**config.mk**
```make
export PLATFORM = sky130hd
export DESIGN_NAME = backscatter_sequencer
export DESIGN_NICKNAME = d
export VERILOG_FILES = /design/src/rtl/backscatter_sequencer.sv
export SDC_FILE = /design/constraint.sdc
export NUM_CORES = 1
export LEC_CHECK = 0
export BUFFER_PORTS_ARGS = -buffer_cell sky130_fd_sc_hd__buf_2
export CORE_MARGIN = 1
export CORE_UTILIZATION = 45
export CTS_BUF_LIST = sky130_fd_sc_hd__clkbuf_8
export DETAILED_ROUTE_END_ITERATION = 16
export PLACE_DENSITY = 0.63
export SLEW_MARGIN = 15
export SYNTH_ARGS = -nofsm -noshare
export SYNTH_HDL_FRONTEND = slang
export SYNTH_SLANG_ARGS = --single-unit
```
**constraint.sdc**
```tcl
create_clock -name clock -period 3.2 [get_ports clock]
set_input_delay 0.32 -clock clock [delete_from_list [all_inputs] [get_ports clock]]
set_output_delay 0.32 -clock clock [all_outputs]
set_load 0.02 [all_outputs]
```
**src/rtl/backscatter_sequencer.sv**
```systemverilog
// Backscatter frame sequencer: sends an alternating preamble, then fetches
// payload bytes one at a time and shifts each out LSB first on trigger_out.
// Latency: first preamble cycle follows the accepted start; bits are BIT_CYCLES each.
// Backpressure: data_ready is high only in FETCH; a missing byte for GAP_CYCLES aborts with underrun.
//
// Ports:
//   clock, reset      - system clock (rising edge), asynchronous active-low reset
//   start, byte_count - frame request (honoured in IDLE) and payload length
//   data_in, data_valid / data_ready - upstream byte handshake
//   trigger_out       - registered enable to the toggle generator
//   busy, done, underrun - status; done/underrun are single-cycle pulses
module backscatter_sequencer #(
    parameter int BIT_CYCLES    = 2560,
    parameter int PREAMBLE_BITS = 32,
    parameter int GAP_CYCLES    = 640
) (
    input  logic       clock,
    input  logic       reset,
    input  logic       start,
    input  logic [7:0] byte_count,
    input  logic [7:0] data_in,
    input  logic       data_valid,
    output logic       data_ready,
    output logic       trigger_out,
    output logic       busy,
    output logic       done,
    output logic       underrun
);

    typedef enum logic [2:0] {
        S_IDLE,
        S_PREAMBLE,
        S_FETCH,
        S_BIT,
        S_DONE
    } state_t;

    localparam logic [15:0] CYC_LAST = 16'(BIT_CYCLES - 1);
    localparam logic [15:0] GAP_LAST = 16'(GAP_CYCLES - 1);
    localparam logic [7:0]  PRE_LAST = 8'(PREAMBLE_BITS - 1);

    state_t      state_q, state_d;
    logic [15:0] cyc_q,   cyc_d;     // cycles elapsed inside the current bit
    logic [15:0] gap_q,   gap_d;     // cycles spent waiting in FETCH
    logic [7:0]  pbit_q,  pbit_d;    // preamble bit index
    logic [2:0]  bitn_q,  bitn_d;    // payload bit index within the byte
    logic [7:0]  rem_q,   rem_d;     // payload bytes still to send
    logic [7:0]  shift_q, shift_d;   // current byte, bit 0 is on the air
    logic        trig_q,  trig_d;
    logic        unr_q,   unr_d;

    always_ff @(posedge clock or negedge reset) begin
        if (!reset) begin
            state_q <= S_IDLE;
            cyc_q   <= '0;
            gap_q   <= '0;
            pbit_q  <= '0;
            bitn_q  <= '0;
            rem_q   <= '0;
            shift_q <= '0;
            trig_q  <= 1'b0;
            unr_q   <= 1'b0;
        end else begin
            state_q <= state_d;
            cyc_q   <= cyc_d;
            gap_q   <= gap_d;
            pbit_q  <= pbit_d;
            bitn_q  <= bitn_d;
            rem_q   <= rem_d;
            shift_q <= shift_d;
            trig_q  <= trig_d;
            unr_q   <= unr_d;
        end
    end

    // trigger_out is computed one cycle ahead so the registered value lines
    // up with the state it belongs to and only moves on bit/state boundaries.
    always_comb begin
        state_d = state_q;
        cyc_d   = cyc_q;
        gap_d   = gap_q;
        pbit_d  = pbit_q;
        bitn_d  = bitn_q;
        rem_d   = rem_q;
        shift_d = shift_q;
        trig_d  = trig_q;
        unr_d   = 1'b0;

        case (state_q)
            S_IDLE: begin
                trig_d = 1'b0;
                if (start) begin
                    rem_d   = byte_count;
                    cyc_d   = '0;
                    pbit_d  = '0;
                    trig_d  = 1'b1;          // preamble bit 0 is a 1
                    state_d = S_PREAMBLE;
                end
            end

            S_PREAMBLE: begin
                if (cyc_q == CYC_LAST) begin
                    cyc_d = '0;
                    if (pbit_q == PRE_LAST) begin
                        trig_d  = 1'b0;
                        gap_d   = '0;
                        state_d = (rem_q != 8'd0) ? S_FETCH : S_DONE;
                    end else begin
                        pbit_d = pbit_q + 8'd1;
                        // even preamble bits are 1, odd are 0
                        trig_d = pbit_q[0];
                    end
                end else begin
                    cyc_d = cyc_q + 16'd1;
                end
            end

            S_FETCH: begin
                trig_d = 1'b0;
                // data_ready is high throughout FETCH, so valid alone completes the handshake
                if (data_valid) begin
                    shift_d = data_in;
                    trig_d  = data_in[0];
                    cyc_d   = '0;
                    bitn_d  = '0;
                    state_d = S_BIT;
                end else if (gap_q == GAP_LAST) begin
                    unr_d   = 1'b1;
                    state_d = S_DONE;
                end else begin
                    gap_d = gap_q + 16'd1;
                end
            end

            S_BIT: begin
                if (cyc_q == CYC_LAST) begin
                    cyc_d = '0;
                    if (bitn_q == 3'd7) begin
                        rem_d   = rem_q - 8'd1;
                        trig_d  = 1'b0;
                        gap_d   = '0;
                        state_d = (rem_q != 8'd1) ? S_FETCH : S_DONE;
                    end else begin
                        bitn_d  = bitn_q + 3'd1;
                        shift_d = {1'b0, shift_q[7:1]};
                        trig_d  = shift_q[1];
                    end
                end else begin
                    cyc_d = cyc_q + 16'd1;
                end
            end

            S_DONE: begin
                trig_d  = 1'b0;
                state_d = S_IDLE;
            end

            default: begin
                trig_d  = 1'b0;
                state_d = S_IDLE;
            end
        endcase
    end

    assign data_ready  = (state_q == S_FETCH);
    assign busy        = (state_q != S_IDLE);
    assign done        = (state_q == S_DONE);
    assign underrun    = unr_q;
    assign trigger_out = trig_q;

endmodule

```
---- Word level (Yosys, flattened, before mapping) ----
Index checks and enable logic that the tools add are counted.
storage, ports and cells
  register bits ........................... 64
  bits of input ports ..................... 20
  logic and storage cells ................. 97
operators by class
  add/subtract/negate cells ............... 5
  equal/unequal tests ..................... 20
  multiplexer cells ....................... 47
  reductions and logical operators ........ 16
operators by type and width
  operator               number
  $mux 16                9
  $pmux 16 s3            2
  $mux 8                 9
  $pmux 8 s2             3
  $mux 3                 12
  $add 16x1->16 const B  2
  $ne 2x2->1 const B     10
  $eq 16x10->1 const B   1
  $eq 16x12->1 const B   1
  $pmux 3 s4             1
  $reduce_and 4->1       3
  $mux 1                 9
  $reduce_bool 3->1      3
  $add 8x1->8 const B    1
  $eq 8x5->1 const B     1
  $ne 8x1->1 const B     1
  $reduce_bool 8->1      1
  $sub 8x1->8 const B    1
  $reduce_and 7->1       1
  $eq 3x2->1 const B     2
  $eq 3x3->1 const B     2
  $pmux 3 s2             1
  $reduce_and 6->1       1
  $reduce_bool 2->1      3
  8 further kinds        8

---- Longest topological paths before layout ----
  word-level depth ........................ 5
  gate-level depth with buffers ........... 8

---- Least setup slack after synthesis ----
No wires, ideal clock.
  kind .................................... register -> register
  start ................................... register cyc_q[13]
  end ..................................... register bitn_q[0]
  arrival time ............................ 2.188 ns
  slack ................................... 0.887 ns
  stages on the path, launching flop included .. 6
  buffers on the path ..................... 0
  clock period less this slack ............ 2.313 ns
  cell sequence ........................... dfrtp_1 > or4b_4 > nor4_4 > a31oi_1 > nor3_4 > mux2_2
on the way
  longest elaborated chain between the ends .. 3
RTL lines
  item                               RTL line  source
  start, declared                    43        logic [15:0] cyc_q, cyc_d;
  start signal, assigned             65        cyc_q <= cyc_d;
  $eq 16x12->1                       136       if (cyc_q == CYC_LAST) begin
  $ne 2x2->1 (no source line)        -
  $reduce_and 4->1 (no source line)  -
  end signal, assigned               68        bitn_q <= bitn_d;
  end, declared                      46        logic [2:0] bitn_q, bitn_d;
Every way passes these cells.
A chain may end at the register's enable or synchronous reset.

---- Worst setup path in the final report ----
  start ................................... register pbit_q[0]
  end ..................................... register gap_q[1]
on the way
  longest elaborated chain between the ends .. 3
RTL lines
  item                               RTL line  source
  start, declared                    45        logic [7:0] pbit_q, pbit_d;
  start signal, assigned             67        pbit_q <= pbit_d;
  $eq 8x5->1                         104       if (pbit_q == PRE_LAST) begin
  $ne 2x2->1 (no source line)        -
  $reduce_and 7->1 (no source line)  -
  end signal, assigned               66        gap_q <= gap_d;
  end, declared                      44        logic [15:0] gap_q, gap_d;
Every way passes these cells.

==> results by group <==
Status
  – Status: completed

Floorplanning
  – Initial Utilization: 46.71%
  – Total core area: 0.007767 mm^2
  – Die height: 91.80 um
  – I/O Pins: 25
  – # rows: 32
  – DIE AREA: 0.008426 mm^2
  – Die width: 91.80 um

Synthesis
  – Syn Nets: 441
  – FF+latch count, synth: 63
  – Synth area leader: dfrtp_1
  – Yosys top cell area share: 43.45%
  – Number of synthesized flops with an enable pin: 0
  – Top-count cell post-synth: dfrtp_1
  – Synth Area per Inst: 8.764 um^2
  – Count of different cell masters after synthesis: 55
  – Sequential share of the synthesized area: 43.45%
  – Cell count after synthesis: 414
  – Post-synth top cells: 63 x dfrtp_1, 54 x nand2_1, 31 x nor2_1
  – Post-synth top flop: dfrtp_1
  – Post-synth ARST share: 100.0%
  – Synth Warn #: 0
  – Ranking of synthesized cells by area: dfrtp_1 43%, nand2_1 5.6%, nor2_1 3.2%
  – Post-Syn Area: 0.003628 mm^2

Power and ir drop
  – Leak pwr: 1.688 nW
  – Pwr per Cell Area: 470.8 mW/mm^2
  – Worst VDD drop: 230.4 uV

Layout
  – Nets: 470
  – # diodes: 0
  – Share of layout cells above drive strength 1: 16.29%
  – Final Core Density: 52.38%
  – Fillers: 730
  – Non-filler instance count after layout: 550
  – P&R area growth vs syn: 12.14%

Global route
  – Total GRT Usage: 21.04%
  – Vias in the first global route: 2,962
  – Largest net degree at the start of global routing: 37
  – Gr ovfl total: 0
  – First-pass GRT wire length: 14,010 um
  – Antenna violations before repair: 0

Hold path
  – Hold crit path type: primary input to async pin

Route
  – Drt pass-1 iters: 5
  – Post-Route WL: 8209 um
  – Vias per cell: 5.738
  – Detailed Route Iter0 Violations: 158
  – Post-route antenna net violation count: 0
  – DR vias: 3,156
  – # DRC: 0
  – Detailed-route wire length per cell: 14.93 um

Setup path
  – Crit-path cells: ha_1, or4b_2, nor3_1, a211oi_1, a21oi_2, mux2i_1
  – Worst path bufs/invs: 0
  – Data arrival time of the critical path: 2840 ps
  – WP data required: 3470 ps
  – Crit Path Max Fanout: 14
  – Critical path type: flip-flop to flip-flop
  – Critical path's slowest cell: or4b_2
  – Critical Path End Type: flip-flop
  – CP peak stage delay: 650 ps
  – Top Family by Delay on Critical Path: simple AND/OR/NAND/NOR gates
  – Worst setup SP type: flip-flop

Clocking
  – H-tree Lvls: 3
  – Post-CTS Resized: 0
  – CTS clk-pin slew, worst paths: 70 ps
  – Max clock buf depth: 2
  – TritonCTS clock tree: built
  – Worst skew pair latency: 340 ps
  – CTS root buffer: clkbuf_8
  – Cts hold-fix bufs: 0
  – Post-CTS setup buffer count: 0
  – Cts bufs inserted: 9
  – Clock sink count: 63

Placed design
  – GPL Wtd Cong: 0.8067
  – Cells after DPL: 534
  – I/O Buffers: 24
  – Hpwl dp: 5666 um
  – Dpl ws: 614.2 ps

Run
  – Max-cap violations: 0

Timing
  – Worst hold margin: 2.079 ps
  – Fin Setup TNS: 0 ps
  – Final hold vios: 0
  – Worst-margin pin slew: 839.3 ps
  – Fin crit share: 80.57%
  – Clk_skew: 7.391 ps
  – RSZ-0062 raised after global routing: no
  – Final min period: 2578 ps
  – Endpoints failing setup: 0
  – F_max: 0.3879 GHz
  – Relative slew slack: 44.05%
  – Setup WS post-layout: 621.8 ps
  – Slew Limit Fails: 0
flip-flops by register name, indices dropped and copies added, names as in the netlist:
| register | flops |
|---|---|
| pbit_q | 8 |
| cyc_q | 16 |
| bitn_q | 3 |
| shift_q | 7 |
| gap_q | 16 |
| state_q | 3 |
| rem_q | 8 |
| underrun | 1 |
| trigger_out | 1 |
placed cells by master, fill, tap and decap left out, types with 11 or more instances in the layout:
cell type | Yosys | layout
nor2_1 | 31 | 31
buf_4 | 0 | 12
nand4_1 | 13 | 13
nand3_1 | 18 | 18
buf_2 | 4 | 24
a21oi_1 | 22 | 22
inv_1 | 20 | 21
clkbuf_8 | 0 | 11
o21ai_0 | 23 | 23
a31oi_1 | 16 | 16
dfrtp_1 | 63 | 63
nor3_1 | 18 | 18
nand2_1 | 54 | 54
path summary, 6_finish.rpt:
path,start,endpoint,slack (ps),cells past startpoint
worst max-delay path,pbit_q[0],gap_q[1],620,6
worst min-delay path,reset,cyc_q[6],2,1
worst max register to register,pbit_q[0],gap_q[1],620,6
worst min register to register,gap_q[9],gap_q[9],500,1
max in group asynchronous,reset,bitn_q[2],2290,2
min in group clock,data_in[7],shift_q[7],240,3
where the power goes:
part / total, mW / switching [mW] / internal, mW
clock network: 0.622 / 0.307 / 0.315
logic: 0.289 / 0.157 / 0.132
registers: 1.00 / 0.114 / 0.890
total: 1.92 / 0.578 / 1.34
kinds of logic after synthesis:
family	count (synthesis)	synth area share [%]
fa+ha+maj	7	2.414
xor+xnor	10	2.414
buf+inv	38	4.069
mux	13	3.931
compound gates	95	16.48
flops	63	43.45
simple gates	188	27.24
metrics by stage:
stage                     instance area (um^2)  power (mW)
after floorplan                           3628       1.200
after global placement                    3894       1.296
after detailed placement                  3894       1.307
after CTS                                 4069       1.941
after global routing                      4069       2.038
final                                     4069       1.916
layer usage:
| metal | vias to the layer above | routed length (um) | GRT usage, % |
|---|---|---|---|
| li1 | 1576 | - | - |
| met3 | 4 | 293 | 3.068 |
| met2 | 52 | 3775 | 33.40 |
| met1 | 1524 | 4089 | 29.18 |
| met5 | - | 0 | 0 |
| met4 | 0 | 50 | 8.073 |
final cells by class:
| cell class | instances | area, um^2 | share of cell area [%] |
|---|---|---|---|
| multi-input cells | 313 | 1904 | 46.80 |
| flip-flops and latches | 63 | 1577 | 38.75 |
| repair buffers | 36 | 210.2 | 5.166 |
| clock buffers | 11 | 151.4 | 3.721 |
| well taps | 102 | 127.6 | 3.137 |
| inverters | 20 | 75.07 | 1.845 |
| clock inverters | 5 | 23.77 | 0.5843 |
Power figures use the tool's default switching activity.
